--- src/rtl/delay_line_pkg.sv ---
// Shared definitions for the delay_line slice: scheduler latency, scheduler FSM
// encoding and the burst-length derivation used to size BUSY_CYCLES.
package delay_line_pkg;

  // Cycles from a sampled request to the pulse_gen trigger; the delay_line top
  // subtracts this from its DELAY constant.
  localparam int unsigned SCHED_LATENCY = 1;

  typedef enum logic [1:0] {
    StIdle  = 2'd0,
    StFire  = 2'd1,
    StBusy  = 2'd2,
    StGuard = 2'd3
  } sched_state_e;

  // One burst is `pulses` full modulation periods of two half-periods each.
  function automatic int unsigned busy_cycles_from_mod(input int unsigned clks_per_half,
                                                       input int unsigned pulses);
    return 2 * clks_per_half * pulses;
  endfunction

endpackage

--- src/rtl/rr_pick.sv ---
// Combinational round-robin picker: first set request at or after `start`,
// wrapping modulo N_CH.
module rr_pick #(
  parameter int unsigned N_CH  = 4,
  parameter int unsigned SEL_W = $clog2(N_CH)
) (
  input  logic [N_CH-1:0]  req,
  input  logic [SEL_W-1:0] start,
  output logic [N_CH-1:0]  gnt,
  output logic             valid
);

  logic [SEL_W-1:0] idx;
  logic             found;

  always_comb begin
    gnt   = '0;
    found = 1'b0;
    idx   = '0;
    for (int unsigned k = 0; k < N_CH; k++) begin
      idx = SEL_W'((32'(start) + k) % N_CH);
      if (!found && req[idx]) begin
        gnt[idx] = 1'b1;
        found    = 1'b1;
      end
    end
    valid = |req;
  end

endmodule

--- src/rtl/trigger_scheduler.sv ---
// Arbitrates N_CH delay-channel triggers onto one shared pulse_gen: latches
// requests, grants round-robin and holds off new triggers for burst + guard.
module trigger_scheduler
  import delay_line_pkg::*;
#(
  parameter int unsigned N_CH         = 4,
  parameter int unsigned BUSY_CYCLES  = 72,
  parameter int unsigned GUARD_CYCLES = 8,
  parameter int unsigned DROP_WIDTH   = 16,
  localparam int unsigned SelW        = $clog2(N_CH)
) (
  input  logic                  clk,
  input  logic                  n_reset,
  input  logic [N_CH-1:0]       req,
  output logic                  trigger,
  output logic [SelW-1:0]       sel,
  output logic                  busy,
  output logic [N_CH-1:0]       pending,
  output logic [DROP_WIDTH-1:0] drop_count,
  input  logic                  drop_clear
);

  localparam int unsigned MaxCnt    = (BUSY_CYCLES > GUARD_CYCLES) ? BUSY_CYCLES : GUARD_CYCLES;
  localparam int unsigned CntW      = $clog2(MaxCnt + 1);
  // Counters hold remaining cycles minus one; FIRE already covers one busy cycle.
  localparam int unsigned BusyLoad  = (BUSY_CYCLES > 1) ? BUSY_CYCLES - 2 : 0;
  localparam int unsigned GuardLoad = (GUARD_CYCLES > 0) ? GUARD_CYCLES - 1 : 0;

  sched_state_e          state_q, state_d;
  logic [CntW-1:0]       cnt_q, cnt_d;
  logic [SelW-1:0]       sel_q, sel_d;
  logic [SelW-1:0]       ptr_q, ptr_d;
  logic [N_CH-1:0]       pending_q, pending_d;
  logic [DROP_WIDTH-1:0] drop_q, drop_d;

  logic [N_CH-1:0]       cand, pick, gnt, drop;
  logic                  pick_valid, grant;
  logic [DROP_WIDTH:0]   ndrop, sum;

  assign cand  = pending_q | req;
  assign grant = (state_q == StIdle) && pick_valid;
  assign gnt   = grant ? pick : '0;

  rr_pick #(
    .N_CH  (N_CH),
    .SEL_W (SelW)
  ) u_rr_pick (
    .req   (cand),
    .start (ptr_q),
    .gnt   (pick),
    .valid (pick_valid)
  );

  always_ff @(posedge clk or negedge n_reset) begin
    if (!n_reset) begin
      state_q <= StIdle;
      cnt_q   <= '0;
    end else begin
      state_q <= state_d;
      cnt_q   <= cnt_d;
    end
  end

  always_comb begin
    state_d = state_q;
    cnt_d   = cnt_q;
    unique case (state_q)
      StIdle: begin
        if (grant) state_d = StFire;
      end
      StFire: begin
        if (BUSY_CYCLES > 1) begin
          state_d = StBusy;
          cnt_d   = CntW'(BusyLoad);
        end else if (GUARD_CYCLES > 0) begin
          state_d = StGuard;
          cnt_d   = CntW'(GuardLoad);
        end else begin
          state_d = StIdle;
        end
      end
      StBusy: begin
        if (cnt_q != '0) begin
          cnt_d = cnt_q - CntW'(1);
        end else if (GUARD_CYCLES > 0) begin
          state_d = StGuard;
          cnt_d   = CntW'(GuardLoad);
        end else begin
          state_d = StIdle;
        end
      end
      StGuard: begin
        if (cnt_q != '0) cnt_d = cnt_q - CntW'(1);
        else             state_d = StIdle;
      end
      default: state_d = StIdle;
    endcase
  end

  always_comb begin
    sel_d = sel_q;
    ptr_d = ptr_q;
    for (int unsigned i = 0; i < N_CH; i++) begin
      if (gnt[i]) begin
        sel_d = SelW'(i);
        ptr_d = (i == N_CH - 1) ? '0 : SelW'(i + 1);
      end
    end

    // A granted channel stays pending only if it re-requests in its grant cycle.
    drop = req & pending_q & ~gnt;
    for (int unsigned i = 0; i < N_CH; i++) begin
      pending_d[i] = gnt[i] ? (pending_q[i] & req[i]) : (pending_q[i] | req[i]);
    end

    ndrop = '0;
    for (int unsigned i = 0; i < N_CH; i++) begin
      ndrop = ndrop + (DROP_WIDTH + 1)'(drop[i]);
    end
    sum = {1'b0, drop_q} + ndrop;

    if (drop_clear)          drop_d = ndrop[DROP_WIDTH-1:0];
    else if (sum[DROP_WIDTH]) drop_d = '1;
    else                     drop_d = sum[DROP_WIDTH-1:0];
  end

  always_ff @(posedge clk or negedge n_reset) begin
    if (!n_reset) begin
      sel_q     <= '0;
      ptr_q     <= '0;
      pending_q <= '0;
      drop_q    <= '0;
    end else begin
      sel_q     <= sel_d;
      ptr_q     <= ptr_d;
      pending_q <= pending_d;
      drop_q    <= drop_d;
    end
  end

  always_comb begin
    trigger = (state_q == StFire);
    busy    = (state_q != StIdle);
  end

  assign sel        = sel_q;
  assign pending    = pending_q;
  assign drop_count = drop_q;

endmodule

--- config.mk ---
export PLATFORM = sky130hd
export DESIGN_NAME = trigger_scheduler
export DESIGN_NICKNAME = d
export VERILOG_FILES = /design/src/rtl/delay_line_pkg.sv /design/src/rtl/rr_pick.sv /design/src/rtl/trigger_scheduler.sv
export SDC_FILE = /design/constraint.sdc
export NUM_CORES = 1
export LEC_CHECK = 0
export ABC_AREA = 1
export CELL_PAD_IN_SITES_DETAIL_PLACEMENT = 2
export CELL_PAD_IN_SITES_GLOBAL_PLACEMENT = 2
export CORE_MARGIN = 2
export CORE_UTILIZATION = 37
export DETAILED_ROUTE_END_ITERATION = 6
export DONT_BUFFER_PORTS = 1
export PLACE_DENSITY_LB_ADDON = 0.1
export SLEW_MARGIN = 15
export SYNTH_ARGS = -nofsm -noshare
export SYNTH_HDL_FRONTEND = slang
export SYNTH_SLANG_ARGS = --single-unit
--- constraint.sdc ---
create_clock -name clk -period 4.97 [get_ports clk]
set_clock_uncertainty 0.05 [all_clocks]
set_input_delay 0.7455 -clock clk [delete_from_list [all_inputs] [get_ports clk]]
set_output_delay 0.7455 -clock clk [all_outputs]
set_load 0.1 [all_outputs]
==> flow_metrics.py, run 1 <==
metrics = {
    "critical_path": {
        "critical_path_class": "reg -> reg",
        "critPathMaxFanout": 9,
        "endpoint_kind": "register",
        "cp.required_ns": 5.15,
        "worstReg2RegStart": "ptr_q[0]",
        "regToRegSetupSlack_ns": 0.39,
        "crit_path_start_kind": "register",
        "max_stage_delay_ns": 0.52,
        "rr_endpoint": "drop_count[11]",
        "arrival_ns": 4.76,
        "r2r_cells": 28,
        "critPathSlowestCell": "fa_1",
    },
    "die": {
        "dieArea_mm2": 0.007075,
        "die_w_um": 84.12,
        "core_mm2": 0.006277,
        "rows": 29,
        "io_pins": 31,
        "initial_core_util": 0.3783,
        "die_h_um": 84.12,
    },
    "clock_network": {
        "cts_root_buf": "clkbuf_8",
        "cts_buffers": 5,
        "clk_latency_ns": 0.29,
        "cts_tree": "built",
        "cts_buffer_depth": 2,
        "clk_pin_slew_ns": 0.08,
        "cts.sinks": 33,
        "htreeDepth": 2,
    },
    "pwr": {
        "power_frac_comb": 0.532,
        "p_total_mw": 1.803,
        "power.density_mw_per_mm2": 671.3,
        "ir_worst_vdd_mv": 0.3488,
        "swShare": 0.5491,
        "internal-power_mw": 0.8127,
        "power_leakage_nw": 1.379,
        "clkPwrFrac": 0.150,
        "p_seq_frac": 0.318,
        "switchingPower_mw": 0.9898,
    },
    "placement": {
        "placedCellCount": 389,
        "place_ws_ns": 0.1400,
        "routabilityCongestion": 0.7930,
        "port_buffers": 0,
        "hpwl_um": 5310,
    },
    "sta": {
        "slew_viol_final": 0,
        "setup_ws_ns": 0.3915,
        "hold_viol": 0,
        "timing.fmax_ghz": 0.2184,
        "slew_headroom": 0.2467,
        "period_share": 0.9212,
        "finalHoldWorstSlack_ns": 0.09076,
        "setup_viol": 0,
        "tightest_slew_ns": 1.130,
        "min_period_ns": 4.579,
    },
    "synthesis": {
        "synth.distinct_cells": 34,
        "synth_area_mm2": 0.002375,
        "syn_avg_cell_area_um2": 7.761,
        "synth_edf_count": 0,
        "synth_ff_type": "dfrtp_1",
        "syn_nets": 333,
        "ys_ff_latch": 33,
        "yosysWarnings": 0,
        "synth_cells": 306,
        "synthArstFlopShare": 1.000,
        "synth-seq-area-share": 0.3477,
    },
    "final_layout": {
        "antenna_cells": 0,
        "final_cells": 398,
        "layout_commonest_cell": "nand2_1",
        "layout-drive-gt1-share": 0.1776,
        "area_growth_pct": 13.07,
        "final_cell_mix": "nand2_1, inv_1, dfrtp_1",
        "final_net_count": 347,
    },
    "status": {
        "status": "finished, final reports clean",
    },
    "routing": {
        "post_drt_wl_per_cell_um": 17.24,
        "ant_nets": 0,
        "drc": 0,
        "routed_via_density": 5.261,
        "drt_iter0_drc": 57,
        "totalWireLength_um": 6863,
        "via_count": 2094,
        "drt_pass1_iterations": 4,
    },
    "grt": {
        "first_global_vias": 2340,
        "track_usage": 0.2059,
        "antenna_found_initial": 0,
        "grt_pass1_wl_um": 11690,
        "grt_max_degree": 34,
        "grt-ovfl-total": 0,
    },
    "min_path": {
        "holdCritPathClass": "in -> async",
    },
    "flow_run": {
        "drv_cap": 0,
    },
}
[power groups by stage]
stage                     Clock, mW  Sequential (mW)  Combinational [mW]
final                         0.270            0.573               0.960
after global routing          0.287            0.582                1.08
after CTS                     0.277            0.572               0.937
after detailed placement          0            0.577               0.924
after global placement            0            0.572               0.891
after floorplan                   0            0.631               0.637
[how the worst max path moves through the flow]
stage / depth (start not counted) / to / slack, ns / from
3_3_place_gp: 26 / drop_count[11] / 0.27 / req[0]
5_1_grt: 28 / drop_count[11] / -0.02 / ptr_q[0]
2_1_floorplan: 22 / drop_count[8] / 0.37 / pending[3]
6_report: 28 / drop_count[11] / 0.39 / ptr_q[0]
4_1_cts: 26 / drop_count[11] / 0.23 / ptr_q[0]
3_5_place_dp: 26 / drop_count[7] / 0.14 / req[0]
[cells in the mapped netlist, types with 3 or more instances]
| cell type | n | area share |
|---|---|---|
| nand2_1 | 66 | 0.10 |
| dfrtp_1 | 33 | 0.35 |
| nor3_1 | 6 | 0.013 |
| xor2_1 | 3 | 0.011 |
| nand3_2 | 10 | 0.042 |
| a21oi_1 | 14 | 0.030 |
| a31oi_1 | 5 | 0.013 |
| nor2_1 | 21 | 0.033 |
| nor2_4 | 5 | 0.024 |
| inv_1 | 46 | 0.073 |
| nand3_1 | 23 | 0.048 |
| xnor2_1 | 3 | 0.011 |
| o21ai_0 | 13 | 0.027 |
| inv_2 | 3 | 0.0047 |
| ha_1 | 18 | 0.095 |
| nand2_2 | 9 | 0.024 |
| nand4_1 | 5 | 0.013 |
[layer usage]
metal  GRT usage  wire length, um  up-vias  part of all wire
li1            -                -     1016                 -
met1      0.2653             3169     1053              0.46
met2      0.3543             3395       21              0.49
met3     0.04550              251        4             0.037
met4     0.04399               46        0            0.0067
met5           0                0        -                 0
[critical path, delay by kind of cell (launching register included)]
kind	cells	cell delay, ns
adders and majority gates	4	1.42
buffers and inverters	8	0.81
AOI/OAI and AO/OA	1	0.12
and+or+nand+nor	15	1.68
DFF	1	0.42
[registers in the layout, indices dropped and copies added (netlist names)]
register	cells
cnt_q	7
drop_count	16
pending	4
ptr_q	2
sel	2
state_q	2
[final cells by class]
cell class / count / area (um^2)
Sequential cell: 33 / 825.8
Clock buffer: 7 / 86.33
Tap cell: 77 / 96.34
Multi-Input combinational cell: 221 / 1385
Timing Repair Buffer: 10 / 75.07
Fill cell: 740 / 3592
Inverter: 49 / 186.4
Clock inverter: 1 / 30.03
[kinds of logic after synthesis]
| logic type | after synthesis | share of synthesized area |
|---|---|---|
| AO/OA/AOI/OAI | 38 | 0.08904 |
| XOR/XNOR | 6 | 0.02213 |
| adder cells (fa/ha/maj) | 20 | 0.1117 |
| buffers and inverters | 52 | 0.08272 |
| flip-flops | 33 | 0.3477 |
| AND/OR/NAND/NOR | 157 | 0.3467 |
[timing repair]
action	4_1_cts	5_1_grt
endpoints found under the setup margin	0	7
buffers inserted	0	1
hold buffers	0	0
gates resized for setup	0	9
[metrics by stage]
step                      cell area (um^2)  TNS (ns)  utilization
after detailed placement              2526         0       0.4024
after global placement                2526         0       0.4024
after global routing                  2685  -0.02265       0.4277
after CTS                             2643         0       0.4210
final                                 2685         0       0.4277
after floorplan                       2375         0            -
Power figures use the tool's default switching activity.
==> inputs of run 2 (changes only) <==
Settings changed: SLEW_MARGIN 15 to 20.
==> results of run 2 <==
No change in the layout: final DEF, timing and power equal those of run 1.
